--- src/rtl/multicycle_control_fsm.sv ---
// Multi-cycle RV32I control sequencer: FETCH/DECODE/EXECUTE/MEMORY/WRITEBACK with trap handling.
// Outputs are decoded from the registered state and the captured opcode.
module multicycle_control_fsm #(
  parameter int unsigned MEM_TIMEOUT = 15
) (
  input  logic        clk,
  input  logic        rst_n,
  input  logic [31:0] instr_i,
  input  logic        fetch_valid_i,
  input  logic        mem_ready_i,
  input  logic        branch_taken_i,
  input  logic        trap_clear_i,
  output logic        fetch_req_o,
  output logic        ir_write_o,
  output logic [4:0]  imm_op_o,
  output logic        alu_en_o,
  output logic        mem_req_o,
  output logic        mem_we_o,
  output logic        reg_write_o,
  output logic        pc_write_o,
  output logic        pc_src_o,
  output logic        trap_o,
  output logic [1:0]  trap_cause_o
);

  typedef enum logic [2:0] {
    S_IDLE      = 3'd0,
    S_FETCH     = 3'd1,
    S_DECODE    = 3'd2,
    S_EXECUTE   = 3'd3,
    S_MEMORY    = 3'd4,
    S_WRITEBACK = 3'd5,
    S_TRAP      = 3'd6
  } state_t;

  localparam logic [4:0] OP_OP     = 5'b01100;
  localparam logic [4:0] OP_IMM    = 5'b00100;
  localparam logic [4:0] OP_LOAD   = 5'b00000;
  localparam logic [4:0] OP_STORE  = 5'b01000;
  localparam logic [4:0] OP_BRANCH = 5'b11000;
  localparam logic [4:0] OP_JAL    = 5'b11011;
  localparam logic [4:0] OP_JALR   = 5'b11001;
  localparam logic [4:0] OP_LUI    = 5'b01101;
  localparam logic [4:0] OP_AUIPC  = 5'b00101;

  localparam logic [1:0] CAUSE_NONE    = 2'b00;
  localparam logic [1:0] CAUSE_ILLEGAL = 2'b01;
  localparam logic [1:0] CAUSE_MEM_TO  = 2'b10;

  localparam logic [7:0] TIMEOUT_LIM = 8'(MEM_TIMEOUT);

  state_t      state_q, state_d;
  logic [6:0]  opcode_q, opcode_d;
  logic [2:0]  funct3_q, funct3_d;
  logic [7:0]  cnt_q, cnt_d;
  logic [1:0]  cause_q, cause_d;

  logic [4:0]  op;
  logic        legal;
  logic        is_load, is_store, is_branch, is_jump;

  // funct3 is captured for downstream decoders; the remaining instruction bits are not needed here.
  logic        unused_bits;
  assign unused_bits = ^{instr_i[31:15], instr_i[11:7], funct3_q};

  assign op        = opcode_q[6:2];
  assign is_load   = (op == OP_LOAD);
  assign is_store  = (op == OP_STORE);
  assign is_branch = (op == OP_BRANCH);
  assign is_jump   = (op == OP_JAL) || (op == OP_JALR);

  always_comb begin
    legal = 1'b0;
    if (opcode_q[1:0] == 2'b11) begin
      case (op)
        OP_OP, OP_IMM, OP_LOAD, OP_STORE, OP_BRANCH,
        OP_JAL, OP_JALR, OP_LUI, OP_AUIPC: legal = 1'b1;
        default:                           legal = 1'b0;
      endcase
    end
  end

  always_ff @(posedge clk or negedge rst_n) begin
    if (!rst_n) begin
      state_q  <= S_IDLE;
      opcode_q <= '0;
      funct3_q <= '0;
      cnt_q    <= '0;
      cause_q  <= CAUSE_NONE;
    end else begin
      state_q  <= state_d;
      opcode_q <= opcode_d;
      funct3_q <= funct3_d;
      cnt_q    <= cnt_d;
      cause_q  <= cause_d;
    end
  end

  always_comb begin
    state_d     = state_q;
    opcode_d    = opcode_q;
    funct3_d    = funct3_q;
    cnt_d       = cnt_q;
    cause_d     = cause_q;
    fetch_req_o = 1'b0;
    ir_write_o  = 1'b0;
    alu_en_o    = 1'b0;
    mem_req_o   = 1'b0;
    mem_we_o    = 1'b0;
    reg_write_o = 1'b0;
    pc_write_o  = 1'b0;
    pc_src_o    = 1'b0;
    trap_o      = 1'b0;

    case (state_q)
      S_IDLE: state_d = S_FETCH;

      S_FETCH: begin
        fetch_req_o = 1'b1;
        if (fetch_valid_i) begin
          opcode_d   = instr_i[6:0];
          funct3_d   = instr_i[14:12];
          ir_write_o = 1'b1;
          state_d    = S_DECODE;
        end
      end

      S_DECODE: begin
        if (legal) begin
          state_d = S_EXECUTE;
        end else begin
          cause_d = CAUSE_ILLEGAL;
          state_d = S_TRAP;
        end
      end

      S_EXECUTE: begin
        alu_en_o = 1'b1;
        if (is_branch) begin
          pc_write_o = 1'b1;
          pc_src_o   = branch_taken_i;
          state_d    = S_FETCH;
        end else if (is_load || is_store) begin
          cnt_d   = '0;
          state_d = S_MEMORY;
        end else begin
          state_d = S_WRITEBACK;
        end
      end

      S_MEMORY: begin
        mem_req_o = 1'b1;
        mem_we_o  = is_store;
        // A ready on the limit cycle still completes the access normally.
        if (mem_ready_i) begin
          if (is_store) begin
            pc_write_o = 1'b1;
            state_d    = S_FETCH;
          end else begin
            state_d = S_WRITEBACK;
          end
        end else begin
          cnt_d = cnt_q + 8'd1;
          if (cnt_d == TIMEOUT_LIM) begin
            cause_d = CAUSE_MEM_TO;
            state_d = S_TRAP;
          end
        end
      end

      S_WRITEBACK: begin
        reg_write_o = 1'b1;
        pc_write_o  = 1'b1;
        pc_src_o    = is_jump;
        state_d     = S_FETCH;
      end

      S_TRAP: begin
        trap_o = 1'b1;
        if (trap_clear_i) begin
          cause_d = CAUSE_NONE;
          state_d = S_FETCH;
        end
      end

      default: state_d = S_IDLE;
    endcase
  end

  assign imm_op_o     = opcode_q[6:2];
  assign trap_cause_o = cause_q;

endmodule

--- config.mk ---
export PLATFORM = sky130hd
export DESIGN_NAME = multicycle_control_fsm
export DESIGN_NICKNAME = d
export VERILOG_FILES = /design/src/rtl/multicycle_control_fsm.sv
export SDC_FILE = /design/constraint.sdc
export NUM_CORES = 1
export LEC_CHECK = 0
export CAP_MARGIN = 20
export CORE_ASPECT_RATIO = 2
export CORE_UTILIZATION = 38
export CTS_CLUSTER_SIZE = 8
export DETAILED_ROUTE_END_ITERATION = 12
export PLACE_DENSITY = 0.76
export SETUP_SLACK_MARGIN = 0.1
export SYNTH_ARGS = -nofsm -noshare
export SYNTH_HDL_FRONTEND = slang
export SYNTH_SLANG_ARGS = --single-unit
--- constraint.sdc ---
create_clock -name clk -period 1.4 [get_ports clk]
set_input_delay 0.28 -clock clk [delete_from_list [all_inputs] [get_ports clk]]
set_output_delay 0.28 -clock clk [all_outputs]
set_load 0.1 [all_outputs]
==> impl_metrics.ini, run 1 <==
[routing]
vias_per_cell = 5.64
via_count = 1455
route.met3.wl_um = 195
drt_pre_antenna_iters = 4
wl_met1_um = 1670
antenna_left = 0
met2WireLength_um = 3100
top_signal_layer_used = met4
totalWireLength_um = 5300
dr.first_iter.drc_count = 60
drc = 0
routed_wire_length_per_instance_um = 20.5

[floorplanning]
floorplan.initialDensity_pct = 39.4
design.portCount = 54
die_h_um = 82.9
die_area_um2 = 3520
fp-row-count = 29
die_w_um = 42.4
core_um2 = 3160

[logic_synthesis]
synthesized_instance_count = 137
yosys_warnings = 0
edff_count_synth = 0
synth_ff_type = sky130_fd_sc_hd__dfrtp_1
synthesis.nets = 177
ys_async_sr_fraction_pct = 100
synth-seq-area-share_pct = 40.3
netlist_area_um2 = 1240
ys_ff_latch = 20
synth.lib_cells_used.distinct = 38
synth.avg_cell_area_um2 = 9.07

[sta]
timing.final.max_slew_violations = 0
clock-skew-final_ns = 0.00377
timing.final.crit_share_pct = 139
report.final.hold_viol_count = 0
clock.fmax_mhz = 513
final.min_clock_period_ns = 1.95
setup_ws_ns = -0.550
max_slew_margin_pct = 71.7
tightest_slew_ns = 0.423
setup_viol = 29
grt_setup_unrepaired = yes

[clocking]
clk_path_buf_depth = 2
cts_buffers = 3
insertion_delay_ns = 0.27
cts_tree = done
clkSlewWorstSetupHoldPaths_ns = 0.08
cts_root_buf = sky130_fd_sc_hd__clkbuf_8
htree_levels = 1
post_cts_hold_buffer_count = 0
cts_sink_cnt = 20

[power_and_ir_drop]
power.switching_fraction_pct = 47.0
switching_power_mw = 2.96
power_leakage_nw = 1.18
cellPowerDensity_nw_per_um2 = 2450
clock_power_share_pct = 9.6
power.combinational.fraction_pct = 73.9
share_seq_of_total_power_pct = 16.5
vdd_drop_max_mv = 2.63
internal_power_mw = 3.33
fin_total_pwr_mw = 6.29

[global_route]
total_routing_resource_utilization_after_global_routing_pct = 27.0
grt_pass1_wl_um = 7090
maximum_number_of_pins_on_one_net_before_global_route_repair = 21
number_of_global_route_vias_before_repair = 1529
grt_antenna_before_repair = 0
grt_overflow = 0

[worst_setup_path]
worst-endpoint-arrival_ns = 1.67
critical_path.endpoint_type = output pin
cp_cell_sequence = nor4_4 > a31oi_1 > nand2b_4 > nand2_8 > buf_12
worstPathMaxFanout = 3
critical_path_class = register to output pin
worstSetupStartpointType = register
worstPathRequired_ns = 1.12
critPathSlowestCell = sky130_fd_sc_hd__dfrtp_1
cpPeakStageDelay_ns = 0.42

[cells_and_area]
n_antenna_cell = 0
cell_count_final_fillers_out = 258
fin_nets = 268
seq_area_um2 = 504
fillCellCount = 173
layout_overhead_on_the_synthesized_area_pct = 107
multi_input_comb_area_um2 = 897
final_layout_size_suffix_gt1_share_pct = 58.6

[job]
max-cap-violations = 0

[place]
gp_congestion = 0.831
pre_cts_worst_setup_slack_ns = -0.281
dpl.cell_count = 224
portBuffers = 28
hpwlAfterDp_um = 2830

[outcome]
run_status = finished with violations
violations = negative setup slack

[hold_path]
hp-class = input pin to async pin
## critical path: cells and delay by family, from the launching register on
family | cells | cell delay [ns]
AND/OR/NAND/NOR | 3 | 0.62
flip-flops | 1 | 0.42
buffers and inverters | 1 | 0.16
AO/OA/AOI/OAI | 1 | 0.19
## registers in the layout, indices dropped and copies added (netlist names)
signal        flops
cnt_q             8
state_q           3
opcode_q          7
trap_cause_o      2
## metal layers
layer  vias up  global-route usage, %
met5         -                      0
met2        69                   50.9
met1       695                   24.7
li1        662                      -
met3        29                   3.70
met4         0                   17.9
## Yosys cell counts, drive strengths merged (3+ instances only)
| cell | n | share of area (%) |
|---|---|---|
| o21ai | 12 | 4.8 |
| a21oi | 7 | 3.1 |
| nand3b | 3 | 1.8 |
| nor2 | 14 | 4.4 |
| nand2b | 3 | 1.5 |
| nand3 | 3 | 1.6 |
| buf | 9 | 5.0 |
| xor2 | 4 | 2.8 |
| and2 | 4 | 2.0 |
| inv | 5 | 1.5 |
| a31oi | 5 | 2.5 |
| nor3 | 3 | 2.1 |
| dfrtp | 20 | 40 |
| mux2 | 6 | 5.4 |
| nand2 | 16 | 4.8 |
## per-stage QoR
step           setup TNS, ns  instance area [µm²]  utilization (%)  hold WS (ns)
5_1_grt               -10.92                 2570             81.4         0.380
3_5_place_dp           -3.81                 2090             66.2         0.509
4_1_cts                -7.40                 2410             76.3         0.363
3_3_place_gp           -2.98                 2090             66.2         0.478
2_1_floorplan          -8.40                 1410                -       -0.0156
6_report               -9.39                 2570             81.4         0.356
## repair_timing
item                                    in CTS  in global routing
resized for setup                           29                 17
cloned                                       1                  0
setup buffers                               19                 14
endpoints found under the setup margin      34                 34
pin swaps                                   13                  8
## worst paths after layout
path | start | endpoint | slack, ns | cells past startpoint
worst max-delay path | opcode_q[6] | pc_write_o | -0.55 | 5
worst min-delay path | rst_n | state_q[2] | 0.36 | 2
worst max register to register | state_q[2] | cnt_q[7] | -0.38 | 7
worst min register to register | opcode_q[0] | opcode_q[0] | 0.55 | 1
max in group asynchronous | rst_n | state_q[1] | 0.81 | 2
min in group clk | opcode_q[0] | opcode_q[0] | 0.55 | 1
## cells by family after synthesis
logic type                 synth area share (%)
adders and majority gates                  2.01
and+or+nand+nor                            26.4
DFF                                        40.3
muxes                                      5.44
xor gates and xnor gates                   3.52
AOI/OAI and AO/OA                          15.8
buffers and inverters                      6.55
## layout make-up
cell class	instances	share of cell area [%]
Tap cell	31	1.51
Multi-Input combinational cell	104	34.9
Clock buffer	3	1.61
Clock inverter	1	1.17
Sequential cell	20	19.6
Inverter	5	0.877
Timing Repair Buffer	94	40.3
## layout by cell type, fill, tap and decap left out, types with 3 or more instances in the layout
| master | synthesis | final |
|---|---|---|
| sky130_fd_sc_hd__a21oi_1 | 6 | 4 |
| sky130_fd_sc_hd__a31oi_1 | 5 | 5 |
| sky130_fd_sc_hd__and2_4 | 0 | 4 |
| sky130_fd_sc_hd__buf_12 | 0 | 17 |
| sky130_fd_sc_hd__buf_4 | 7 | 43 |
| sky130_fd_sc_hd__buf_6 | 0 | 21 |
| sky130_fd_sc_hd__clkbuf_8 | 0 | 3 |
| sky130_fd_sc_hd__clkdlybuf4s50_1 | 0 | 12 |
| sky130_fd_sc_hd__dfrtp_1 | 20 | 17 |
| sky130_fd_sc_hd__dfrtp_2 | 0 | 3 |
| sky130_fd_sc_hd__inv_1 | 5 | 3 |
| sky130_fd_sc_hd__mux2_4 | 0 | 6 |
| sky130_fd_sc_hd__nand2_1 | 16 | 12 |
| sky130_fd_sc_hd__nand3b_1 | 3 | 3 |
| sky130_fd_sc_hd__nor2_1 | 13 | 11 |
| sky130_fd_sc_hd__o21ai_1 | 0 | 7 |
| sky130_fd_sc_hd__o21ai_2 | 0 | 3 |
| sky130_fd_sc_hd__xor2_1 | 4 | 4 |
## power groups by stage
stage	sequential (mW)	clock [mW]	combinational, mW
floorplan	1.12	0	2.23
global placement	1.02	0	3.61
detailed placement	1.04	0	3.69
CTS	1.02	0.597	4.24
global route	1.05	0.622	4.81
finish	1.04	0.605	4.65
Power figures use the tool's default switching activity.
==> inputs of run 2 (changes only) <==
Settings changed: GPL_ROUTABILITY_DRIVEN set to 1.
==> results of run 2 <==
Final layout, timing and power as in run 1 (identical DEF).
==> inputs of run 3 (changes only) <==
Settings changed: SLEW_MARGIN set to 20.
==> results of run 3 <==
Final layout, timing and power as in run 1 (identical DEF).
